--- config.mk ---
export PLATFORM = sky130hd
export DESIGN_NAME = lmem_arbiter_flat
export DESIGN_NICKNAME = d
export VERILOG_FILES = /design/src/rtl/lmem_pkg.sv /design/src/rtl/lmem_arbiter_if.sv /design/src/rtl/lmem_arbiter_rr_pick.sv /design/src/rtl/lmem_arbiter.sv /design/src/flat_wrapper.sv
export SDC_FILE = /design/constraint.sdc
export NUM_CORES = 1
export LEC_CHECK = 0
export ABC_AREA = 1
export BUFFER_PORTS_ARGS = -buffer_cell sky130_fd_sc_hd__buf_2
export CAP_MARGIN = 30
export CORE_ASPECT_RATIO = 1.1
export CORE_MARGIN = 10
export CORE_UTILIZATION = 36
export DETAILED_ROUTE_END_ITERATION = 6
export GPL_ROUTABILITY_DRIVEN = 0
export PLACE_DENSITY = 0.64
export SETUP_SLACK_MARGIN = 0.05
export SKIP_LAST_GASP = 1
export SLEW_MARGIN = 20
export SYNTH_ARGS = -nofsm -noshare
export SYNTH_HDL_FRONTEND = slang
export SYNTH_HIERARCHICAL = 1
export SYNTH_SLANG_ARGS = --single-unit
--- constraint.sdc ---
create_clock -name clk -period 2.4 [get_ports clk]
set_input_delay 0.36 -clock clk [delete_from_list [all_inputs] [get_ports clk]]
set_output_delay 0.36 -clock clk [all_outputs]
set_load 0.01 [all_outputs]
--- src/rtl/lmem_pkg.sv ---
// Shared definitions for the layer-memory arbiter.
//   - Default widths for address, data and layer select.
//   - Layer-select codes driven onto csel.
//   - FSM state type of the arbiter.
//   - idx_width(): width of a requester index. It is never less than 1 bit.
package lmem_pkg;

    localparam int NREQ_DEFAULT     = 2;
    localparam int AW_DEFAULT       = 12;
    localparam int DW_DEFAULT       = 20;
    localparam int SW_DEFAULT       = 3;
    localparam int LOCK_MAX_DEFAULT = 16;

    localparam logic [2:0] CSEL_NONE = 3'b000;
    localparam logic [2:0] CSEL_L0   = 3'b001;
    localparam logic [2:0] CSEL_L1   = 3'b011;

    typedef enum logic {
        FREE  = 1'b0,
        OWNED = 1'b1
    } arb_state_t;

    function automatic int idx_width(input int n);
        return (n > 1) ? $clog2(n) : 1;
    endfunction

endpackage

--- src/rtl/lmem_arbiter_if.sv ---
// Bundle of all signals between the CNN engines, the arbiter and the
// layer memory.
//   Engine side : req, lock, we, sel, addr, wdata  (packed per requester)
//                 gnt, rvalid, rdata, busy
//   Memory side : cwr, crd, caddr_wr, caddr_rd, cdata_wr, csel, cdata_rd
// Modports:
//   slave  - the arbiter's view.
//   master - the environment's view (engines plus memory).
//
// Handshake: req[i] acts as "valid" and gnt[i] acts as "ready". An access
// transfers in the cycle where both are 1. While req[i] is 1 and gnt[i] is
// 0, the requester must hold req[i] and keep lock/we/sel/addr/wdata[i]
// stable. rvalid[i] is a one-cycle pulse with no back-pressure.
interface lmem_arbiter_if #(
    parameter int NREQ = 2,
    parameter int AW   = 12,
    parameter int DW   = 20,
    parameter int SW   = 3
);
    logic [NREQ-1:0]    req;
    logic [NREQ-1:0]    lock;
    logic [NREQ-1:0]    we;
    logic [NREQ*SW-1:0] sel;
    logic [NREQ*AW-1:0] addr;
    logic [NREQ*DW-1:0] wdata;
    logic [NREQ-1:0]    gnt;
    logic [NREQ-1:0]    rvalid;
    logic [DW-1:0]      rdata;
    logic               busy;

    logic               cwr;
    logic               crd;
    logic [AW-1:0]      caddr_wr;
    logic [AW-1:0]      caddr_rd;
    logic [DW-1:0]      cdata_wr;
    logic [DW-1:0]      cdata_rd;
    logic [SW-1:0]      csel;

    modport slave (
        input  req, lock, we, sel, addr, wdata, cdata_rd,
        output gnt, rvalid, rdata, busy,
               cwr, crd, caddr_wr, caddr_rd, cdata_wr, csel
    );

    modport master (
        output req, lock, we, sel, addr, wdata, cdata_rd,
        input  gnt, rvalid, rdata, busy,
               cwr, crd, caddr_wr, caddr_rd, cdata_wr, csel
    );
endinterface

--- src/rtl/lmem_arbiter_rr_pick.sv ---
// Combinational round-robin picker.
//   req     in  NREQ  requesting lanes
//   last    in  IW    index of the most recent grant
//   win     out NREQ  one-hot winner (all zero when nothing requests)
//   win_idx out IW    index of the winner
//   any     out 1     a winner exists
// The scan starts at last+1 and wraps, so it finds the first requester
// strictly after last.
module rr_pick #(
    parameter int NREQ = 2,
    parameter int IW   = 1
) (
    input  logic [NREQ-1:0] req,
    input  logic [IW-1:0]   last,
    output logic [NREQ-1:0] win,
    output logic [IW-1:0]   win_idx,
    output logic            any
);

    int            idx;
    logic [IW-1:0] idx_n;

    always_comb begin
        win     = '0;
        win_idx = '0;
        any     = 1'b0;
        idx     = 0;
        idx_n   = '0;
        for (int k = 1; k <= NREQ; k++) begin
            idx   = (int'(last) + k) % NREQ;
            idx_n = IW'(idx);
            if (!any && req[idx_n]) begin
                any        = 1'b1;
                win[idx_n] = 1'b1;
                win_idx    = idx_n;
            end
        end
    end

endmodule

--- src/rtl/lmem_arbiter.sv ---
// Round-robin arbiter that shares the single layer-memory port among
// NREQ CNN engines.
//   clk       in   clock
//   reset     in   asynchronous, active-high reset
//   bus       slave modport of lmem_arbiter_if (engine and memory signals)
//   dbg_state out  current FSM state (FREE/OWNED)
// Behaviour:
//   - Grant (gnt) is combinational.
//   - Memory strobes, address, data and csel are registered.
//   - Read data returns on rvalid two cycles after the grant, tagged with
//     the index of the requester that issued the read.
//   - A locked requester keeps ownership until one of these happens:
//       * it drops lock,
//       * it drops req,
//       * it has taken LOCK_MAX accesses.
module lmem_arbiter
    import lmem_pkg::*;
#(
    parameter int NREQ     = NREQ_DEFAULT,
    parameter int AW       = AW_DEFAULT,
    parameter int DW       = DW_DEFAULT,
    parameter int SW       = SW_DEFAULT,
    parameter int LOCK_MAX = LOCK_MAX_DEFAULT
) (
    input  logic           clk,
    input  logic           reset,
    lmem_arbiter_if.slave  bus,
    output arb_state_t     dbg_state
);

    localparam int            IW        = idx_width(NREQ);
    localparam int            CW        = $clog2(LOCK_MAX) + 1;
    localparam logic [IW-1:0] LAST_RST  = IW'(NREQ - 1);
    // lcnt counts the accesses already taken in the burst. A grant made
    // while lcnt == LOCK_MAX-1 is therefore the LOCK_MAX-th grant, and it
    // ends the burst.
    localparam logic [CW-1:0] LCNT_LAST = CW'(LOCK_MAX - 1);

    arb_state_t      state, state_next;
    logic [IW-1:0]   last, last_next;
    logic [IW-1:0]   owner, owner_next;
    logic [CW-1:0]   lcnt, lcnt_next;

    logic [NREQ-1:0] pick_onehot;
    logic [IW-1:0]   pick_idx;
    logic            pick_any;

    logic [NREQ-1:0] gnt;
    logic [IW-1:0]   win_idx;
    logic            granted;

    logic            f_we;
    logic [AW-1:0]   f_addr;
    logic [DW-1:0]   f_wdata;
    logic [SW-1:0]   f_sel;

    logic            mem_wr, mem_rd;
    logic [AW-1:0]   mem_addr_wr, mem_addr_rd;
    logic [DW-1:0]   mem_data_wr;
    logic [SW-1:0]   mem_sel;

    logic            tag_vld;
    logic [IW-1:0]   tag_idx;
    logic [NREQ-1:0] rvalid_r;
    logic [DW-1:0]   rdata_r;

    rr_pick #(
        .NREQ (NREQ),
        .IW   (IW)
    ) u_rr_pick (
        .req     (bus.req),
        .last    (last),
        .win     (pick_onehot),
        .win_idx (pick_idx),
        .any     (pick_any)
    );

    // FSM state register.
    always_ff @(posedge clk or posedge reset) begin
        if (reset) begin
            state <= FREE;
            last  <= LAST_RST;
            owner <= '0;
            lcnt  <= '0;
        end else begin
            state <= state_next;
            last  <= last_next;
            owner <= owner_next;
            lcnt  <= lcnt_next;
        end
    end

    // Next-state and grant logic.
    always_comb begin
        state_next = state;
        last_next  = last;
        owner_next = owner;
        lcnt_next  = lcnt;
        gnt        = '0;
        win_idx    = pick_idx;
        granted    = 1'b0;
        unique case (state)
            FREE: begin
                if (pick_any) begin
                    granted   = 1'b1;
                    gnt       = pick_onehot;
                    last_next = pick_idx;
                    // With LOCK_MAX of 1, a burst is a single access and
                    // never needs to hold ownership.
                    if (bus.lock[pick_idx] && LOCK_MAX > 1) begin
                        state_next = OWNED;
                        owner_next = pick_idx;
                        lcnt_next  = CW'(1);
                    end
                end
            end
            OWNED: begin
                win_idx = owner;
                if (bus.req[owner]) begin
                    granted    = 1'b1;
                    gnt[owner] = 1'b1;
                    last_next  = owner;
                    if (!bus.lock[owner] || lcnt == LCNT_LAST) begin
                        state_next = FREE;
                    end else begin
                        lcnt_next = lcnt + 1'b1;
                    end
                end else begin
                    state_next = FREE;
                end
            end
            default: state_next = FREE;
        endcase
    end

    // Select the winner's request fields.
    always_comb begin
        f_we    = 1'b0;
        f_addr  = '0;
        f_wdata = '0;
        f_sel   = '0;
        for (int i = 0; i < NREQ; i++) begin
            if (win_idx == IW'(i)) begin
                f_we    = bus.we[i];
                f_addr  = bus.addr[i*AW +: AW];
                f_wdata = bus.wdata[i*DW +: DW];
                f_sel   = bus.sel[i*SW +: SW];
            end
        end
    end

    // Memory-port registers. Address, data and select hold their values
    // while no access is granted. Only the strobes drop.
    always_ff @(posedge clk or posedge reset) begin
        if (reset) begin
            mem_wr      <= 1'b0;
            mem_rd      <= 1'b0;
            mem_addr_wr <= '0;
            mem_addr_rd <= '0;
            mem_data_wr <= '0;
            mem_sel     <= SW'(CSEL_NONE);
        end else if (granted) begin
            if (f_we) begin
                mem_wr      <= 1'b1;
                mem_rd      <= 1'b0;
                mem_addr_wr <= f_addr;
                mem_data_wr <= f_wdata;
                mem_sel     <= f_sel;
            end else begin
                mem_wr      <= 1'b0;
                mem_rd      <= 1'b1;
                mem_addr_rd <= f_addr;
                mem_sel     <= f_sel;
            end
        end else begin
            mem_wr <= 1'b0;
            mem_rd <= 1'b0;
        end
    end

    // Two-stage read-return pipe.
    //   Stage 1 (tag_vld/tag_idx) is live while crd is on the bus.
    //   Stage 2 (rvalid_r/rdata_r) captures cdata_rd at the end of that
    //   cycle.
    always_ff @(posedge clk or posedge reset) begin
        if (reset) begin
            tag_vld  <= 1'b0;
            tag_idx  <= '0;
            rvalid_r <= '0;
            rdata_r  <= '0;
        end else begin
            tag_vld  <= granted && !f_we;
            tag_idx  <= win_idx;
            rvalid_r <= '0;
            if (tag_vld) begin
                rvalid_r[tag_idx] <= 1'b1;
                rdata_r           <= bus.cdata_rd;
            end
        end
    end

    assign bus.gnt      = gnt;
    assign bus.rvalid   = rvalid_r;
    assign bus.rdata    = rdata_r;
    assign bus.busy     = (state == OWNED) || tag_vld || (|rvalid_r);
    assign bus.cwr      = mem_wr;
    assign bus.crd      = mem_rd;
    assign bus.caddr_wr = mem_addr_wr;
    assign bus.caddr_rd = mem_addr_rd;
    assign bus.cdata_wr = mem_data_wr;
    assign bus.csel     = mem_sel;
    assign dbg_state    = state;

endmodule

--- src/flat_wrapper.sv ---
// flat-port wrapper written by rule: the top's interface ports become plain ports
module lmem_arbiter_flat import lmem_pkg::*;
#(
    parameter int NREQ     = NREQ_DEFAULT,
    parameter int AW       = AW_DEFAULT,
    parameter int DW       = DW_DEFAULT,
    parameter int SW       = SW_DEFAULT,
    parameter int LOCK_MAX = LOCK_MAX_DEFAULT
)
  (clk, reset, dbg_state, bus_req, bus_lock, bus_we, bus_sel, bus_addr, bus_wdata, bus_cdata_rd, bus_gnt, bus_rvalid, bus_rdata, bus_busy, bus_cwr, bus_crd, bus_caddr_wr, bus_caddr_rd, bus_cdata_wr, bus_csel);
  lmem_arbiter_if #(.NREQ(NREQ), .AW(AW), .DW(DW), .SW(SW)) bus_i ();
  input  logic clk;
  input  logic reset;
  output arb_state_t dbg_state;
  input wire logic [$bits(bus_i.req)-1:0] bus_req;
  input wire logic [$bits(bus_i.lock)-1:0] bus_lock;
  input wire logic [$bits(bus_i.we)-1:0] bus_we;
  input wire logic [$bits(bus_i.sel)-1:0] bus_sel;
  input wire logic [$bits(bus_i.addr)-1:0] bus_addr;
  input wire logic [$bits(bus_i.wdata)-1:0] bus_wdata;
  input wire logic [$bits(bus_i.cdata_rd)-1:0] bus_cdata_rd;
  output wire logic [$bits(bus_i.gnt)-1:0] bus_gnt;
  output wire logic [$bits(bus_i.rvalid)-1:0] bus_rvalid;
  output wire logic [$bits(bus_i.rdata)-1:0] bus_rdata;
  output wire logic [$bits(bus_i.busy)-1:0] bus_busy;
  output wire logic [$bits(bus_i.cwr)-1:0] bus_cwr;
  output wire logic [$bits(bus_i.crd)-1:0] bus_crd;
  output wire logic [$bits(bus_i.caddr_wr)-1:0] bus_caddr_wr;
  output wire logic [$bits(bus_i.caddr_rd)-1:0] bus_caddr_rd;
  output wire logic [$bits(bus_i.cdata_wr)-1:0] bus_cdata_wr;
  output wire logic [$bits(bus_i.csel)-1:0] bus_csel;
  assign bus_i.req = bus_req;
  assign bus_i.lock = bus_lock;
  assign bus_i.we = bus_we;
  assign bus_i.sel = bus_sel;
  assign bus_i.addr = bus_addr;
  assign bus_i.wdata = bus_wdata;
  assign bus_i.cdata_rd = bus_cdata_rd;
  assign bus_gnt = bus_i.gnt;
  assign bus_rvalid = bus_i.rvalid;
  assign bus_rdata = bus_i.rdata;
  assign bus_busy = bus_i.busy;
  assign bus_cwr = bus_i.cwr;
  assign bus_crd = bus_i.crd;
  assign bus_caddr_wr = bus_i.caddr_wr;
  assign bus_caddr_rd = bus_i.caddr_rd;
  assign bus_cdata_wr = bus_i.cdata_wr;
  assign bus_csel = bus_i.csel;
  lmem_arbiter #(.NREQ(NREQ), .AW(AW), .DW(DW), .SW(SW), .LOCK_MAX(LOCK_MAX)) u_core (.clk(clk), .reset(reset), .bus(bus_i), .dbg_state(dbg_state));
endmodule
Yosys cells after proc, flatten, opt, wreduce, memory -nomap -nowiden --
Cells that the tools add are included.
Storage, ports and cells: register bits after elaboration 81, bits in latches 0, bits in writable memories 0, ROM bits 0, bits of input ports 98, output and inout bits 75, word-level logic and storage cells 105, memories 0
Cells by class: $add $sub $neg 3, multiply operators 0, divide/modulo/power cells 0, magnitude comparators 9, eq/ne operators 5, shift-type cells 0, multiplexer cells 53, bitwise gates (word level) 3, reductions and logical operators 18
Operators with widths (number):
- $mux W1 | 32
- $mux W20 | 1
- $mux W5 | 4
- $mux W12 | 1
- $lt A1 B2 Y1 const B | 5
- $mux W2 | 5
- $pmux W5 S2 | 1
- $logic_and A1 B1 Y1 | 6
- $pmux W1 S2 | 3
- $reduce_and A2 Y1 | 3
- $add A5 B1 Y5 const B | 1
- $eq A5 B4 Y1 const B | 1
- $demux W1 S1 | 4
- $ge A1 B1 Y1 const B | 4
- $ne A2 B1 Y1 const B | 2
- $ne A2 B2 Y1 const B | 2
- $pmux W2 S2 | 1
- $reduce_and A4 Y1 | 1
- $logic_not A1 Y1 | 3
- $logic_or A1 B1 Y1 | 3
- $mux W3 | 1
- $reduce_and A3 Y1 | 1
- $add A1 B1 Y1 const B | 2
- $not A1 Y1 | 2
- 2 further kinds | 2

Depth between registers and ports, before layout --
depth after elaboration 12, mapped depth 12, gate-level depth less buffers 10

Cells and area by module --
The synthesis kept the hierarchy.
Modules (own cells, without submodules):
- lmem_arbiter | times used 1, cells an instance 490, area each 3752.3 um2
- rr_pick | times used 1, cells an instance 7, area each 31.3 um2

Least setup slack after synthesis --
No wires, ideal clock.
kind register to register, from register u_core.lcnt[0], to register u_core.lcnt[3], arrival 1.435 ns, path slack 0.899 ns, cell stages (with the launch flop) 11, path buffers 0, period minus slack after synthesis 1.501 ns, cells stage by stage dfrtp_1 -> ha_1 -> and3_1 -> ha_1 -> inv_1 -> nand2_1 -> nor2_1 -> nand2_1 -> inv_1 -> nand2_1 -> nand2_1
On the way: cells in the longest elaborated chain, start to end 4, elaborated cells on any way between the ends 8, those cells by class add/sub: 1; eq/ne: 2; mux: 3; reduce/logical: 2
Ends and longest elaborated chain:
- start, declared | line lmem_arbiter.sv:42 | logic [CW-1:0] lcnt, lcnt_next;
- start signal, assigned | line lmem_arbiter.sv:89 | lcnt <= lcnt_next;
- $add A5 B1 Y5 or $eq A5 B4 Y1 (tied branches) | line lmem_arbiter.sv:126, lmem_arbiter.sv:123
- $mux W5 or $logic_or A1 B1 Y1 (tied branches) | line lmem_arbiter.sv:123 | if (!bus.lock[owner] || lcnt == LCNT_LAST) begin
- $mux W5 or $ne A2 B2 Y1 (tied branches)
- $pmux W5 S2 or $reduce_and A4 Y1 (tied branches)
Several ways; a longest one is shown, not always the timed one. The select of a mux whose other input is x is not followed. A chain may end at the register's enable or synchronous reset.

Worst setup path after layout --
from register u_core.last, to register u_core.mem_addr_rd[6], in the netlist u_core/bus.caddr_rd[6]
On the way: cells in the longest elaborated chain, start to end 11, elaborated cells on any way between the ends 19, those cells by class add/sub: 2; mux: 13; bitwise: 1; reduce/logical: 3
Ends and longest elaborated chain:
- start, declared | line lmem_arbiter.sv:40 | logic [IW-1:0] last, last_next;
- start signal, assigned | line lmem_arbiter.sv:87 | last <= last_next;
- $add A1 B1 Y1 | line lmem_arbiter_rr_pick.sv:30 | idx = (int'(last) + k) % NREQ;
- $mux W1 (implied by the code) (2 in a row) | line lmem_arbiter_rr_pick.sv:32 | if (!any && req[idx_n]) begin
- $mux W1 | line lmem_arbiter_rr_pick.sv:32
- $logic_not A1 Y1 | line lmem_arbiter_rr_pick.sv:32
- $logic_and A1 B1 Y1 | line lmem_arbiter_rr_pick.sv:32
- $mux W1 * | line lmem_arbiter_rr_pick.sv:32
- net u_core.pick_idx | line lmem_arbiter.sv:45 | logic [IW-1:0] pick_idx;
- $mux W1 * | line lmem_arbiter.sv:102 | unique case (state)
- $mux W1 | line lmem_arbiter.sv:143 | if (win_idx == IW'(i)) begin
- $not A1 Y1 (no source line)
- $reduce_and A2 Y1 (no source line)
- end signal, assigned | line lmem_arbiter.sv:172 | mem_addr_rd <= f_addr;
- end, declared | line lmem_arbiter.sv:58 | logic [AW-1:0] mem_addr_wr, mem_addr_rd;
Mark *: on every way through the listed nets, which the timed path passes. The rest lies on a longest branch. The select of a mux whose other input is x is not followed.

==> qor.json <==
{
  "final-setup-viol-count": 0,
  "timing_max_transition_violations_final": 0,
  "initial_core_util_pct": 36.6,
  "cts.clk_slew.worst_paths_ns": 0.06,
  "crit_path_start_kind": "flop",
  "clock_network_fraction_of_total_power_pct": 22.1,
  "grt_overflow_total": 0,
  "detail_route.vias_per_cell": 4.57,
  "fin_worst_skew_ns": 0.00645,
  "groute.usage.overall_pct": 15.0,
  "vias": 3716,
  "floorplan.die.width_microns": 118,
  "synth.yosys.seq_area_share_pct": 52.9,
  "finish.utilization_pct": 49.2,
  "asyncSetResetFlopFracSynth_pct": 100,
  "clock_latency_late_sink_ns": 0.33,
  "internal_power_mw": 4.00,
  "synth-main-ff-cell": "sky130_fd_sc_hd__dfrtp_1",
  "finalWorstPathRequiredPeriod_ns": 1.98,
  "num-nets-final": 765,
  "std_cell_rows": 39,
  "grt_max_degree": 50,
  "io_buffers": 172,
  "cts_tree": "done",
  "fmax_mhz": 504,
  "drtPass1Iterations": 4,
  "yosys.cell_types.count": 24,
  "run_status": "finished, final reports clean",
  "clockBufferDepth": 2,
  "grt_first_pass_wirelength_microns": 18800,
  "crit_slowest_cell": "sky130_fd_sc_hd__dfstp_2",
  "p_switching_mw": 2.91,
  "fin_total_pwr_mw": 6.91,
  "cts_resized": 0,
  "vias_in_the_first_global_route": 3873,
  "synth_area_sq_um": 3780,
  "drcViolationCount": 0,
  "power.share.switching_pct": 42.1,
  "floorplan.io_pins": 173,
  "power.share.sequential_pct": 33.2,
  "drt_iter0_markers": 173,
  "syn-mean-instance-area_sq_um": 7.61,
  "p_comb_share_pct": 44.7,
  "detail-route-antenna-nets": 0,
  "layout-drive-gt1-share_pct": 31.0,
  "cp_data_arrival_time_ns": 2.20,
  "cellPowerDensity_nw_per_um2": 1360,
  "core-area_sq_um": 10300,
  "ys_seq_elements": 80,
  "number_of_hold_buffers_added_after_cts": 0,
  "path_class": "reg -> reg",
  "hold_path.class": "in -> async",
  "synth_edf_count": 0,
  "ys.warnings.count": 6,
  "mappedNetlistNets": 597,
  "drt-total-wl_microns": 11500,
  "n_fill_cell": 1059,
  "timing.critical_path.required_ns": 2.62,
  "cp_dominant_cell_by_count": "sky130_fd_sc_hd__nand2_1",
  "cts.root.buffer_cell": "sky130_fd_sc_hd__clkbuf_16",
  "slew_hr_pct": 54.5,
  "critical_path.max_stage_delay_ns": 0.56,
  "rsz0062_at_grt": "false",
  "power.ir.vdd_worst_mv": 0.519,
  "leakagePower_nw": 3.13,
  "area.growth.synth_to_final_pct": 34.4,
  "post-synth-top-area-fraction_pct": 52.2,
  "number_of_buffers_added_by_the_clock_tree_synthesis_step": 9,
  "worst-path-max-fanout": 37,
  "antenna_violations_before_repair": 0,
  "synth_top_area_cell": "sky130_fd_sc_hd__dfrtp_1",
  "clkSinkCount": 80,
  "die_area_sq_um": 15000,
  "finalSetupTns_ns": 0,
  "drt-wirelength-per-cell_microns": 14.1,
  "antenna_cells_inserted": 0,
  "ys_top_cells_by_area": "sky130_fd_sc_hd__dfrtp_1, sky130_fd_sc_hd__nand2_1, sky130_fd_sc_hd__nand3_1",
  "placement.setup.worst_slack_ns": 0.425,
  "final-hold-violation-count": 0,
  "dp.final_hpwl_microns": 8730,
  "timing.critical_path.max_delay_family": "simple AND/OR/NAND/NOR gates",
  "syn-instance-count": 497,
  "final.period_utilization_pct": 82.6,
  "timing.max_cap.violations": 0,
  "critical_path.endpoint_type": "flop",
  "chipHeight_microns": 128,
  "post-cts-setup-buffer-count": 0,
  "layout_setup_ws_ns": 0.417,
  "critical_path.cell_chain": "a21oi_1 -> inv_1 -> nand2_1 -> nand2_1 -> buf_4 -> nand2_2 -> nand2_2 -> nand2_4 -> nand2_1 -> nand2_1",
  "worstPathBufferInverterCount": 2,
  "tightest_slew_ns": 0.682,
  "cts_h_tree_depth": 3
}
[cells in the final DEF (no fill, tap or decap)]
cell type / count
sky130_fd_sc_hd__nand2_4: 1
sky130_fd_sc_hd__nand3_1: 52
sky130_fd_sc_hd__a21oi_1: 2
sky130_fd_sc_hd__buf_2: 172
sky130_fd_sc_hd__nor2_1: 4
sky130_fd_sc_hd__inv_8: 1
sky130_fd_sc_hd__buf_4: 9
sky130_fd_sc_hd__buf_12: 1
sky130_fd_sc_hd__bufinv_16: 2
sky130_fd_sc_hd__dfstp_2: 1
sky130_fd_sc_hd__clkbuf_16: 9
sky130_fd_sc_hd__dfrtp_1: 79
sky130_fd_sc_hd__clkinvlp_4: 2
sky130_fd_sc_hd__or2_1: 1
sky130_fd_sc_hd__o21ai_0: 1
sky130_fd_sc_hd__and3_1: 1
sky130_fd_sc_hd__inv_2: 1
sky130_fd_sc_hd__clkbuf_8: 2
sky130_fd_sc_hd__o211ai_1: 1
sky130_fd_sc_hd__nand3_4: 1
sky130_fd_sc_hd__xor2_1: 2
sky130_fd_sc_hd__clkinv_4: 1
sky130_fd_sc_hd__nand2_2: 5
sky130_fd_sc_hd__inv_1: 18
sky130_fd_sc_hd__o21ai_1: 1
sky130_fd_sc_hd__ha_1: 2
sky130_fd_sc_hd__nand2_1: 298
[stage by stage]
stage	cells	hold WS (ns)	instance area (sq um)
after floorplan	497	0.404	3790
after global placement	797	0.415	4750
after detailed placement	797	0.408	4750
after CTS	813	0.141	5090
after global routing	813	0.181	5090
final	813	0.121	5090
[routing by layer]
metal	up-vias	GRT usage, %	share of wire [%]
li1	1862	-	-
met1	1715	17.8	44
met2	122	25.7	49
met3	17	3.30	4.9
met4	0	6.62	1.9
met5	-	0	0
[kinds of logic (layout without fill, tap and decap cells)]
group,count (synthesis),after routing,share of synthesized area (%)
adders and majority gates,2,2,0.661
buffers and inverters,45,218,6.45
DFF,80,80,52.9
xor gates and xnor gates,2,2,0.463
and+or+nand+nor,363,363,38.8
AOI/OAI and AO/OA,5,5,0.727
[cell usage after synthesis, types with 2 or more instances]
| library cell | number |
|---|---|
| sky130_fd_sc_hd__nand2_1 | 298 |
| sky130_fd_sc_hd__dfrtp_1 | 79 |
| sky130_fd_sc_hd__nand3_1 | 52 |
| sky130_fd_sc_hd__inv_1 | 19 |
| sky130_fd_sc_hd__buf_2 | 12 |
| sky130_fd_sc_hd__buf_6 | 5 |
| sky130_fd_sc_hd__nand2_2 | 5 |
| sky130_fd_sc_hd__nor2_1 | 4 |
| sky130_fd_sc_hd__buf_4 | 3 |
| sky130_fd_sc_hd__clkbuf_1 | 3 |
| sky130_fd_sc_hd__a21oi_1 | 2 |
| sky130_fd_sc_hd__ha_1 | 2 |
| sky130_fd_sc_hd__xor2_1 | 2 |
[final cells by class]
cell class	count	area, sq um	area share (%)
flip-flops and latches	80	2000	39.4
multi-input cells	372	1540	30.2
inverters	20	78.8	1.55
clock buffers	11	253	4.97
repair buffers	182	948	18.6
clock inverters	5	87.6	1.72
well taps	143	179	3.52
[power groups by stage]
stage               clock network [mW]  registers [mW]  logic, mW
finish                            1.53            2.30       3.09
detailed placement                   0            2.31       3.15
global route                      1.62            2.38       3.50
CTS                               1.55            2.30       3.17
floorplan                            0            2.55       1.79
global placement                     0            2.30       3.09
[worst paths after layout]
kind / from / to / slack [ns] / depth (start not counted)
setup / recovery: u_core/last / u_core/bus.caddr_rd[6] / 0.42 / 10
hold / removal: reset / u_core/bus.caddr_wr[0] / 0.12 / 2
setup reg to reg: u_core/last / u_core/bus.caddr_rd[6] / 0.42 / 10
hold reg to reg: u_core/tag_idx / u_core/bus.rvalid[0] / 0.41 / 1
max in group asynchronous: reset / u_core/bus.rdata[15] / 1.58 / 3
min in group clk: bus_cdata_rd[18] / u_core/bus.rdata[18] / 0.23 / 3
[state kept, by name, indices dropped and copies added (netlist names), 2 cells and up]
| signal | flops |
|---|---|
| u_core/bus.cdata_wr | 20 |
| u_core/bus.rdata | 20 |
| u_core/bus.caddr_rd | 12 |
| u_core/bus.caddr_wr | 12 |
| u_core/lcnt | 5 |
| u_core/bus.csel | 3 |
| u_core/bus.rvalid | 2 |
Note: power is estimated with default switching activity, not from simulation.
